`config.mk`:
```
export PLATFORM = sky130hd
export DESIGN_NAME = input_vector_assembler
export DESIGN_NICKNAME = d
export VERILOG_FILES = /design/src/rtl/input_vector_assembler.sv
export SDC_FILE = /design/constraint.sdc
export NUM_CORES = 2
export LEC_CHECK = 0
export CELL_PAD_IN_SITES_DETAIL_PLACEMENT = 1
export CELL_PAD_IN_SITES_GLOBAL_PLACEMENT = 2
export CORE_AREA = 2 2 761 763
export CTS_CLUSTER_SIZE = 28
export DETAILED_ROUTE_END_ITERATION = 6
export DIE_AREA = 0 0 763 765
export GPL_ROUTABILITY_DRIVEN = 0
export PLACE_DENSITY_LB_ADDON = 0.1
export SLEW_MARGIN = 40
export SYNTH_ARGS = -nofsm -noshare
export SYNTH_HDL_FRONTEND = slang
export SYNTH_SLANG_ARGS = --single-unit
```
`constraint.sdc`:
```
create_clock -name clk -period 142.9 [get_ports clk]
set_input_delay 28.58 -clock clk [delete_from_list [all_inputs] [get_ports clk]]
set_output_delay 28.58 -clock clk [all_outputs]
set_load 0.02 [all_outputs]
```
`src/rtl/input_vector_assembler.sv`:
```
// input_vector_assembler
// Packs a stream of BEAT_W-wide beats, LSB-first, into one VEC_W-bit snapshot.
// It checks the first/last framing and presents the finished vector with a
// valid/ready handshake. Any framing violation discards the partial vector and
// raises a registered one-cycle frame_err pulse.
module input_vector_assembler #(
  parameter int VEC_W  = 1894,
  parameter int BEAT_W = 64
) (
  input  logic              clk,
  input  logic              rst,
  input  logic [BEAT_W-1:0] in_data,
  input  logic              in_first,
  input  logic              in_last,
  input  logic              in_valid,
  output logic              in_ready,
  output logic [VEC_W-1:0]  vec_o,
  output logic              vec_valid,
  input  logic              vec_ready,
  output logic              frame_err,
  output logic [4:0]        beat_cnt
);

  // Beats per vector, and the width of the partially used final beat.
  localparam int         NBEATS   = (VEC_W + BEAT_W - 1) / BEAT_W;
  localparam int         LAST_W   = VEC_W - (NBEATS - 1) * BEAT_W;
  localparam logic [4:0] LAST_IDX = 5'(NBEATS - 1);

  typedef enum logic [1:0] {
    IDLE = 2'd0,
    FILL = 2'd1,
    HOLD = 2'd2
  } state_t;

  state_t                          r_state;
  state_t                          w_state_nxt;
  logic [4:0]                      r_beat_cnt;
  logic [4:0]                      w_beat_cnt_nxt;
  logic                            r_frame_err;
  logic                            w_frame_err_nxt;
  logic                            w_accept;
  logic                            w_wr_en;
  logic [4:0]                      w_wr_idx;
  // Full beats 0..NBEATS-2 and the narrow final beat are kept apart, so the
  // unused upper bits of the last beat never get storage.
  logic [NBEATS-2:0][BEAT_W-1:0]   r_body;
  logic [LAST_W-1:0]               r_tail;

  // A beat can be taken in IDLE and FILL. During reset in_ready is held low.
  assign in_ready  = (r_state != HOLD) && !rst;
  assign w_accept  = in_valid && in_ready;
  assign vec_valid = (r_state == HOLD);
  assign frame_err = r_frame_err;
  assign beat_cnt  = r_beat_cnt;
  assign vec_o     = {r_tail, r_body};

  // State, beat index and error pulse registers.
  // NOTE: clocked state uses non-blocking assignments, so every register
  // samples the values from before the edge, whatever the statement order.
  always_ff @(posedge clk or posedge rst) begin
    if (rst) begin
      r_state     <= IDLE;
      r_beat_cnt  <= 5'd0;
      r_frame_err <= 1'b0;
    end else begin
      r_state     <= w_state_nxt;
      r_beat_cnt  <= w_beat_cnt_nxt;
      r_frame_err <= w_frame_err_nxt;
    end
  end

  // Next-state, framing checks and beat write strobe.
  // NOTE: each output gets a default first, so a path that assigns nothing
  // still has a defined value and no latch is inferred.
  always_comb begin
    w_state_nxt     = r_state;
    w_beat_cnt_nxt  = r_beat_cnt;
    w_frame_err_nxt = 1'b0;
    w_wr_en         = 1'b0;
    w_wr_idx        = r_beat_cnt;
    unique case (r_state)
      IDLE: begin
        if (w_accept) begin
          if (in_first && !in_last) begin
            w_wr_en        = 1'b1;
            w_wr_idx       = 5'd0;
            w_beat_cnt_nxt = 5'd1;
            w_state_nxt    = FILL;
          end else begin
            // A stray beat, or a single-beat first+last frame, is dropped.
            w_frame_err_nxt = 1'b1;
          end
        end
      end
      FILL: begin
        if (w_accept) begin
          if (in_first && in_last) begin
            w_frame_err_nxt = 1'b1;
            w_beat_cnt_nxt  = 5'd0;
            w_state_nxt     = IDLE;
          end else if (in_first) begin
            // Restart: drop the partial frame and take this beat as beat 0.
            w_frame_err_nxt = 1'b1;
            w_wr_en         = 1'b1;
            w_wr_idx        = 5'd0;
            w_beat_cnt_nxt  = 5'd1;
          end else if (r_beat_cnt == LAST_IDX) begin
            if (in_last) begin
              w_wr_en     = 1'b1;
              w_state_nxt = HOLD;
            end else begin
              w_frame_err_nxt = 1'b1;
              w_beat_cnt_nxt  = 5'd0;
              w_state_nxt     = IDLE;
            end
          end else if (in_last) begin
            w_frame_err_nxt = 1'b1;
            w_beat_cnt_nxt  = 5'd0;
            w_state_nxt     = IDLE;
          end else begin
            w_wr_en        = 1'b1;
            w_beat_cnt_nxt = r_beat_cnt + 5'd1;
          end
        end
      end
      HOLD: begin
        if (vec_ready) begin
          w_beat_cnt_nxt = 5'd0;
          w_state_nxt    = IDLE;
        end
      end
      default: begin
        w_beat_cnt_nxt = 5'd0;
        w_state_nxt    = IDLE;
      end
    endcase
  end

  // Vector storage: the selected beat slot is written on an accepted beat.
  // NOTE: the vector storage is reset on purpose, because the block must
  // present vec_o as all zeros out of reset.
  always_ff @(posedge clk or posedge rst) begin
    if (rst) begin
      r_body <= '0;
      r_tail <= '0;
    end else if (w_wr_en) begin
      if (w_wr_idx == LAST_IDX) begin
        r_tail <= in_data[LAST_W-1:0];
      end else begin
        r_body[w_wr_idx] <= in_data;
      end
    end
  end

endmodule

```
==> run_results.csv <==
group,metric,value,unit
run_status,outcome,"finished, final reports clean",
pwr,peak_supply_drop,0.00796,mV
logic_synthesis,netlist_area,0.0712,mm²
floorplanning,die_area,0.584,mm²
place,buffer_ports.inserted,1971,
clocking,cts-hold-fix-buffers,0,
pwr,power.share.sequential,0.420,
pwr,power.combinational.fraction,0.053,
pwr,leakagePower,0.0499,µW
place,hpwlAfterDp,317000,µm
sta,relSlewSlack,0.401,
clocking,cts_root_buf,"clkbuf_16",
sta,timing.final.max_slew_violations,0,
global_routing,via_count_of_the_first_global_routing_pass,50300,
final_layout,flow.area_growth_from_synthesis,53.7,%
clocking,later_pin_clock_latency_in_the_skew_report,0.96,ns
routing,routed_len_inst,31.7,µm
logic_synthesis,synth_top_cell_by_area,"dfrtp_1",
final_layout,fillerInstances,63100,
logic_synthesis,synth_edf_count,0,
logic_synthesis,syn_inst,4280,
sta,hold_violations,0,
pwr,clkPwrFrac,0.527,
sta,holdWs,0.485,ns
logic_synthesis,post-synth-top-area-fraction,0.668,
place,dp_worst_setup_slack,84.29,ns
sta,final_min_period_over_clock_period,0.410,
logic_synthesis,post-synth-top-count-cell,"dfrtp_1",
worst_setup_path,path_buf_inv,2,
routing,route.vias.total,46800,
job,timing.max_cap.violations,0,
logic_synthesis,synth.avg_cell_area,16.6,µm²
worst_setup_path,worst-r2r-setup-slack,137.72,ns
sta,grt_setup_unrepaired,"no",
clocking,clk_pin_slew_worst_paths,0.05,ns
floorplanning,io-pin-count,1972,
clocking,postCtsSetupRepairBufs,0,
sta,final_critical_path_setup_slack,84.29,ns
pwr,power_density,11.9,mW/mm²
worst_setup_path,cp.required,114.32,ns
routing,wirelength,448000,µm
floorplanning,placementRows,279,
final_layout,layout_cells_sized_above_1,0.390,
routing,avgViaCountPerCell,3.31,
logic_synthesis,synthesis.nets,4353,
worst_setup_path,timing.critical_path.slowest_cell_delay,0.66,ns
worst_setup_path,critical_path.max_fanout,3,
logic_synthesis,ys_seq_elements,1902,
pwr,p_sw_frac,0.259,
logic_synthesis,synth-async-reset-ratio,1.00,
sta,finalSetupTns,0,ns
floorplanning,dieHeight,765,µm
clocking,sinks_on_clock_net,1902,
global_routing,grt_first_pass_wirelength,569000,µm
routing,detail-route-antenna-nets,0,
worst_setup_path,crit_path_cell_trace,"clkdlybuf4s50_1, nor2_1, clkdlybuf4s50_1",
final_layout,instances_no_fill,14100,
routing,post-route-drc-count,0,
floorplanning,die_width,763,µm
pwr,cellInternalPower,969,µW
clocking,cts_max_level,5,
worst_setup_path,critical_path.top_delay_family,"buffers and inverters",
floorplanning,floorplan.core_area,0.576,mm²
worst_setup_path,critPathMostFrequentCell,"clkdlybuf4s50_1",
logic_synthesis,synth_top_flop_cell,"dfrtp_1",
clocking,cts_resized,0,
worst_setup_path,startpoint_to_endpoint_class_of_the_critical_path,"in -> out",
worst_setup_path,cp_slowest_cell,"clkdlybuf4s50_1",
min_path,min-delay-path-class,"reg -> reg",
worst_setup_path,setup.worst_path.start_class,"input port",
logic_synthesis,yosysUniqueCellTypes,46,
sta,clock_skew_after_layout,0.0394,ns
logic_synthesis,yosys_warnings,0,
worst_setup_path,critPathArrivalTime,30.03,ns
worst_setup_path,setup.worst_path.end_class,"primary output",
clocking,cts_made_buffers,279,
global_routing,grt_max_degree,123,
logic_synthesis,synth.area.top_cells,"dfrtp_1 (67%), mux2_2 (30%), clkbuf_1 (1.5%)",
sta,finalCriticalPeriod,58.61,ns
global_routing,grt.total_usage,0.148,
clocking,clock_tree_from_tritoncts,"built",
sta,fmax,17.1,MHz
routing,drt_pass1_iterations,5,
logic_synthesis,ys_seq_area_frac,0.668,
sta,finalSetupViolations,0,
pwr,finalPower,1310,µW
global_routing,grt.overflow.total,0,
clocking,ctsLongestPathBuffers,4,
place,placed_cells_incl_taps,13600,
sta,worstMarginPinSlew,0.898,ns
floorplanning,initial_util,0.124,
logic_synthesis,synth_common_cells,"dfrtp_1 (1,902), mux2_2 (1,880), clkbuf_1 (288)",
final_layout,nNetsFinal,6388,
global_routing,antenna_found_initial,76,
pwr,switching_power,339,µW
routing,detail_route.iter0.violations,1783,
kinds of logic (layout without fill, tap and decap cells):
group	Yosys count	count (layout)	synth area share
AND/OR/NAND/NOR	73	73	0.00675
multiplexers	1896	1896	0.300
buffers and inverters	390	2621	0.0233
adder cells (fa/ha/maj)	3	3	0.000527
other	0	51	0
flip-flops	1902	1902	0.668
AO/OA/AOI/OAI	16	16	0.00156
registers in the layout, indices dropped and copies added (netlist names):
register / flops
vec_o: 1856
r_tail: 38
beat_cnt: 5
r_state: 2
frame_err: 1
per-layer routing:
layer / track usage / part of all wire / vias to the layer above
met1: 0.160 / 0.36 / 25400
met2: 0.260 / 0.50 / 1855
met3: 0.0660 / 0.11 / 441
met4: 0.0420 / 0.032 / 0
met5: 0 / 0 / -
li1: - / - / 19200
final cells by class:
type	instances	area [µm²]	area share
Antenna cell	51	128	0.00117
Clock buffer	417	8120	0.0742
Clock inverter	60	721	0.00658
Inverter	7	33.8	0.000309
Multi-Input combinational cell	1988	22200	0.203
Sequential cell	1902	47600	0.435
Tap cell	7587	9490	0.0867
Timing Repair Buffer	2137	21200	0.193
placed cells by master (no fill, tap or decap), drive strengths merged, types with 2 or more instances in the layout:
cell	count
clkdlybuf4s50	1915
dfrtp	1902
mux2	1895
clkbuf	417
buf	222
diode	51
clkinv	39
inv	22
nand2	20
nor2	11
bufinv	6
nand2b	6
nor4	6
nor3	5
nand3	4
nor2b	4
nand4	3
and2	3
o211ai	3
ha	3
nor3b	3
o21ai	3
a31o	2
a31oi	2
a21oi	2
nor4b	2
power groups by stage:
stage | logic [µW] | clock network [µW] | registers (µW)
final | 69.8 | 689 | 549
after global routing | 75.4 | 744 | 549
after CTS | 73.8 | 725 | 549
after detailed placement | 73.7 | 0 | 558
after global placement | 73.1 | 0 | 558
after floorplan | 19.6 | 0 | 567
path summary, 6_finish.rpt:
| kind | startpoint | end | cells after the start |
|---|---|---|---|
| worst min-delay path | vec_o[1011] | vec_o[1011] | 1 |
| worst max-delay path | rst | in_ready | 3 |
| min in group asynchronous | rst | vec_o[749] | 2 |
| max in group asynchronous | rst | vec_o[960] | 10 |
| worst max register to register | beat_cnt[1] | vec_o[1791] | 11 |
| worst min register to register | vec_o[1011] | vec_o[1011] | 1 |
through the flow:
| step | util | cell area (µm²) |
|---|---|---|
| global placement | 0.174 | 100000 |
| finish | 0.190 | 109000 |
| detailed placement | 0.174 | 100000 |
| global route | 0.190 | 109000 |
| floorplan | - | 71200 |
| CTS | 0.190 | 109000 |
Note: power is estimated with default switching activity, not from simulation.
